### config.mk
export PLATFORM = sky130hd
export DESIGN_NAME = cic_interp
export DESIGN_NICKNAME = d
export VERILOG_FILES = /design/src/rtl/cic_interp_pkg.sv /design/src/rtl/cic_int_shifter.sv /design/src/rtl/cic_interp.sv
export SDC_FILE = /design/constraint.sdc
export NUM_CORES = 2
export LEC_CHECK = 0
export ABC_AREA = 1
export BUFFER_PORTS_ARGS = -buffer_cell sky130_fd_sc_hd__buf_2
export CORE_ASPECT_RATIO = 1.5
export CORE_MARGIN = 2
export CORE_UTILIZATION = 65
export DETAILED_ROUTE_END_ITERATION = 8
export HOLD_SLACK_MARGIN = 0.03
export PLACE_DENSITY = 0.86
export SLEW_MARGIN = 20
export SYNTH_ARGS = -nofsm -noshare
export SYNTH_HDL_FRONTEND = slang
export SYNTH_SLANG_ARGS = --single-unit
### constraint.sdc
create_clock -name clock -period 55.1 [get_ports clock]
set_clock_uncertainty 0.1 [all_clocks]
set_input_delay 2.755 -clock clock [delete_from_list [all_inputs] [get_ports clock]]
set_output_delay 2.755 -clock clock [all_outputs]
set_load 0.005 [all_outputs]
### src/rtl/cic_interp_pkg.sv
// Shared CIC helpers: internal width and rate-dependent gain-normalising shift.
// Latency: none (elaboration-time and combinational functions only).
// Backpressure: not applicable.
package cic_interp_pkg;

    localparam int CIC_BW            = 16;
    localparam int CIC_N             = 4;
    localparam int CIC_LOG2_MAX_RATE = 7;

    typedef logic [7:0] rate_t;
    typedef logic [5:0] shift_t;

    // Internal accumulator width: input width plus worst-case CIC bit growth.
    function automatic int cic_width(input int bw, input int n, input int log2_max_rate);
        return bw + (n - 1) * log2_max_rate;
    endfunction

    // Smallest s with 2^s >= rate^(n-1); counts powers of two strictly below the gain.
    function automatic shift_t cic_shift(input rate_t rate, input int n);
        logic [63:0] gain;
        shift_t      s;
        gain = 64'd1;
        for (int i = 1; i < n; i++) begin
            gain = gain * {56'd0, rate};
        end
        s = 6'd0;
        for (int b = 0; b < 63; b++) begin
            if ((64'd1 << b) < gain) begin
                s = s + 6'd1;
            end
        end
        return s;
    endfunction

endpackage

### src/rtl/cic_int_shifter.sv
// Gain normaliser: maps rate to shift amount and slices bw bits out of the last integrator.
// Latency: combinational, no registers.
// Backpressure: none; output follows inputs every cycle.
module cic_int_shifter
    import cic_interp_pkg::*;
#(
    parameter int bw = CIC_BW,
    parameter int N  = CIC_N,
    parameter int W  = cic_width(CIC_BW, CIC_N, CIC_LOG2_MAX_RATE)
) (
    input  logic [7:0]    rate,
    input  logic [W-1:0]  integ_top,
    output logic [bw-1:0] shifted
);

    shift_t shift;

    // Truncating slice integ_top[shift+bw-1 : shift]; upper bits beyond bw are dropped.
    always_comb begin
        shift   = cic_shift(rate, N);
        shifted = bw'(integ_top >> shift);
    end

endmodule

### src/rtl/cic_interp.sv
// CIC interpolator: N combs at strobe_in rate, zero-stuff hold, N integrators at strobe_out rate.
// Latency: sample at strobe_in k enters hold at strobe_in k+N, reaches signal_out N strobe_outs + 1 clock later.
// Backpressure: none; strobes are externally paced and never stalled.
module cic_interp
    import cic_interp_pkg::*;
#(
    parameter int bw               = CIC_BW,
    parameter int N                = CIC_N,
    parameter int log2_of_max_rate = CIC_LOG2_MAX_RATE
) (
    input  logic          clock,
    input  logic          reset,
    input  logic          enable,
    input  logic [7:0]    rate,
    input  logic          strobe_in,
    input  logic          strobe_out,
    input  logic [bw-1:0] signal_in,
    output logic [bw-1:0] signal_out
);

    localparam int W = cic_width(bw, N, log2_of_max_rate);

    logic          clear;
    logic [W-1:0]  x_ext;
    logic [W-1:0]  comb_in  [N];
    logic [W-1:0]  comb_q   [N];
    logic [W-1:0]  integ_in [N];
    logic [W-1:0]  integ_q  [N];
    logic [W-1:0]  hold;
    logic [bw-1:0] shifted;

    // enable low behaves exactly like reset: all state is held at zero.
    assign clear = reset || !enable;
    assign x_ext = {{(W-bw){signal_in[bw-1]}}, signal_in};

    for (genvar k = 0; k < N; k++) begin : g_comb
        logic [W-1:0] diff_r;
        logic [W-1:0] comb_r;

        if (k == 0) begin : g_src_in
            assign comb_in[k] = x_ext;
        end else begin : g_src_prev
            assign comb_in[k] = comb_q[k-1];
        end

        // Comb stage: first difference of the previous stage, advanced on each low-rate strobe.
        always_ff @(posedge clock) begin
            if (clear) begin
                diff_r <= '0;
                comb_r <= '0;
            end else if (strobe_in) begin
                diff_r <= comb_in[k];
                comb_r <= comb_in[k] - diff_r;
            end
        end

        assign comb_q[k] = comb_r;
    end

    // Zero-stuffing hold: a new comb value takes priority over the post-use clear.
    always_ff @(posedge clock) begin
        if (clear) begin
            hold <= '0;
        end else if (strobe_in) begin
            hold <= comb_q[N-1];
        end else if (strobe_out) begin
            hold <= '0;
        end
    end

    for (genvar k = 0; k < N; k++) begin : g_integ
        logic [W-1:0] acc_r;

        if (k == 0) begin : g_src_hold
            assign integ_in[k] = hold;
        end else begin : g_src_prev
            assign integ_in[k] = integ_q[k-1];
        end

        // Integrator stage: running sum of the previous stage, advanced on each high-rate strobe.
        always_ff @(posedge clock) begin
            if (clear) begin
                acc_r <= '0;
            end else if (strobe_out) begin
                acc_r <= acc_r + integ_in[k];
            end
        end

        assign integ_q[k] = acc_r;
    end

    cic_int_shifter #(
        .bw (bw),
        .N  (N),
        .W  (W)
    ) u_shifter (
        .rate      (rate),
        .integ_top (integ_q[N-1]),
        .shifted   (shifted)
    );

    // Output register: re-samples the normalised integrator every clock.
    always_ff @(posedge clock) begin
        if (clear) begin
            signal_out <= '0;
        end else begin
            signal_out <= shifted;
        end
    end

endmodule

==> flow_metrics.tcl <==
set metrics [dict create \
    status "finished clean" \
    netlist_top_cells_count "nand2_1, inv_1, nor2_1, a21oi_1, o21ai_0" \
    syn2layout_area_growth_pct 5.21 \
    synth_area_leaders "dfxtp_1, ha_1, nand2_1, inv_1, a21oi_1" \
    timing.setup.tns_ns 0 \
    rsz0062_at_grt "no" \
    min_period_ns 25.05 \
    die_w_um 197 \
    worstPathRequired_ns 55.53 \
    max_freq_mhz 39.9 \
    slew_headroom_pct 32.1 \
    multi_input_area_mm2 0.0235 \
    ys_warn_count 0 \
    fp.dieH_um 294 \
    grt_overflow 0 \
    cts_buffer_depth 3 \
    clk_latency_ns 0.59 \
    clk_pin_slew_worst_paths_ns 0.06 \
    htree_levels 2 \
    hold_buffers 0 \
    numCtsBuffers 44 \
    synth.top_cell.area_share_pct 24.0 \
    final-seq-area_mm2 0.00873 \
    syn_area_per_cell_um2 6.77 \
    num_rows 106 \
    drtIter0Drc 1526 \
    cp_common_cell "nand2_1" \
    nNetsFinal 5787 \
    ff2ff_path_depth 41 \
    dp_hpwl_um 58000 \
    core_mm2 0.0556 \
    worst-setup-path-type "in -> reg" \
    grt_pass1_wl_um 137000 \
    cts_setup_buffers 0 \
    finalWirelength_um 80200 \
    drv_slew 0 \
    vias 33000 \
    postSynth.asyncResetShare_pct 0 \
    placed_area_mm2 0.0368 \
    pin_count 45 \
    ys_ff_latch 436 \
    wire_per_inst_um 13.3 \
    r2r_slack_ns 49.12 \
    crit_path_max_incr_delay_ns 0.68 \
    path_max_fanout 37 \
    crit_end "signal_out[12]" \
    slowest_stage "inv_2" \
    dp_slack_ns 29.59 \
    cts_tree "yes" \
    synth_top_area_cell "dfxtp_1" \
    timing.final.crit_share_pct 45.5 \
    syn-instance-count 5378 \
    synth-edff-count 0 \
    setup_violations 0 \
    rr_endpoint "g_integ[3].acc_r[36]" \
    synth.distinct_cells 60 \
    cp-start-kind "primary input" \
    arrival_ns 25.48 \
    hold_viol_final 0 \
    final_area_mm2 0.0383 \
    max-cap-violations 0 \
    place_congestion 0.943 \
    clock-sinks 436 \
    grt_pass1_vias 31400 \
    ctsResizeCount 0 \
    critPathLaunch "rate[2]" \
    drive_gt1_share_pct 5.93 \
    synth.most_common_cell "nand2_1" \
    post-route-util_pct 68.9 \
    viasPerCell 5.47 \
    synth_ff_type "dfxtp_1" \
    drcViolationCount 0 \
    n_fill_cell 4679 \
    root_buffer "clkbuf_16" \
    grt_usage_pct 27.8 \
    grt_max_degree 181 \
    start_util_pct 65.5 \
    r2r_start "g_integ[2].acc_r[0]" \
    worst_slack_ns 30.05 \
    end_kind "register" \
    netlist_area_mm2 0.0364 \
    drtAntennaViolNets 0 \
    drt_first_pass_iters 8 \
    hp-class "reg -> reg" \
    die_area_mm2 0.0580 \
    yosysSeqAreaShare_pct 24.0 \
    port_buffers 44 \
    syn-num-nets 5869 \
    diodes 0 \
    tightest_slew_ns 1.02 \
    antenna_found_initial 1 \
]
==> cells by family (layout without fill, tap and decap cells) <==
logic type	Yosys count	count (layout)	share of synthesized area [%]
xor+xnor	228	228	5.48
simple gates	2165	2165	26.2
fa+ha+maj	462	462	18.2
buf+inv	1081	1034	11.5
other cells	1	1	0.0103
compound gates	1005	1005	14.6
flops	436	436	24.0
==> layer usage <==
metal	track usage [%]	part of all wire, %	vias up
met4	12.4	4.4	2
met5	0	0.016	-
li1	-	-	17100
met1	30.3	40	15000
met2	52.4	51	650
met3	4.46	4.6	219
==> layout make-up <==
type / instances / area share [%]
multi-input combinational: 3861 / 61.3
clock buffer: 58 / 3.25
sequential: 436 / 22.8
timing repair buffer: 53 / 0.774
clock inverter: 23 / 0.686
inverter: 900 / 8.89
tap: 702 / 2.29
==> sequential cells by signal, summed over array words and instances, names as in the netlist <==
signal         flops
g_integ.acc_r    148
g_comb.comb_r    128
g_comb.diff_r    107
hold              37
signal_out        16
==> worst max-delay path: cells and delay by family <==
family	cells	cell delay [ns]
AOI/OAI and AO/OA	14	2.17
buffers and inverters	16	2.10
xor gates and xnor gates	1	0.55
adders and majority gates	33	11.28
and+or+nand+nor	63	6.62
==> placed cells by master (no fill, tap or decap), types with 5 or more instances in the layout <==
master	n
a211oi_1	10
a21o_1	11
a21oi_1	463
a21oi_2	6
and2_1	7
buf_2	42
buf_4	10
clkbuf_1	6
clkbuf_16	45
clkbuf_8	7
clkinv_1	6
clkinv_2	12
dfxtp_1	436
fa_1	111
ha_1	351
inv_1	867
inv_2	18
inv_4	6
nand2_1	918
nand2_2	68
nand2_4	5
nand3_1	426
nand3_2	36
nand3b_1	19
nand4_1	43
nor2_1	587
nor2_2	14
nor2_4	6
nor3_1	12
o211ai_1	13
o21a_1	7
o21ai_0	441
o21bai_1	21
o221ai_1	12
o31ai_1	5
or2_2	10
xnor2_1	46
xor2_1	182
==> worst min-delay path by stage <==
stage | to | slack (ns) | depth (start not counted) | startpoint
6_report | hold[15] | 0.35 | 2 | g_comb[3].comb_r[15]
5_1_grt | g_comb[2].diff_r[29] | 0.37 | 2 | g_comb[2].diff_r[29]
4_1_cts | hold[15] | 0.34 | 2 | g_comb[3].comb_r[15]
2_1_floorplan | g_comb[1].diff_r[12] | 0.33 | 2 | g_comb[1].diff_r[12]
3_5_place_dp | hold[25] | 0.35 | 2 | g_comb[3].comb_r[25]
3_3_place_gp | g_comb[1].diff_r[12] | 0.34 | 2 | g_comb[1].diff_r[12]
==> metrics by stage <==
step,hold slack (ns),instances
CTS,0.345,6033
global placement,0.343,5952
detailed placement,0.353,5952
floorplan,0.333,5378
finish,0.349,6033
global route,0.372,6033
Power is left out: the tool's default activity adds up to more than one toggle a clock period on the data nets, which glitch-free logic cannot reach.
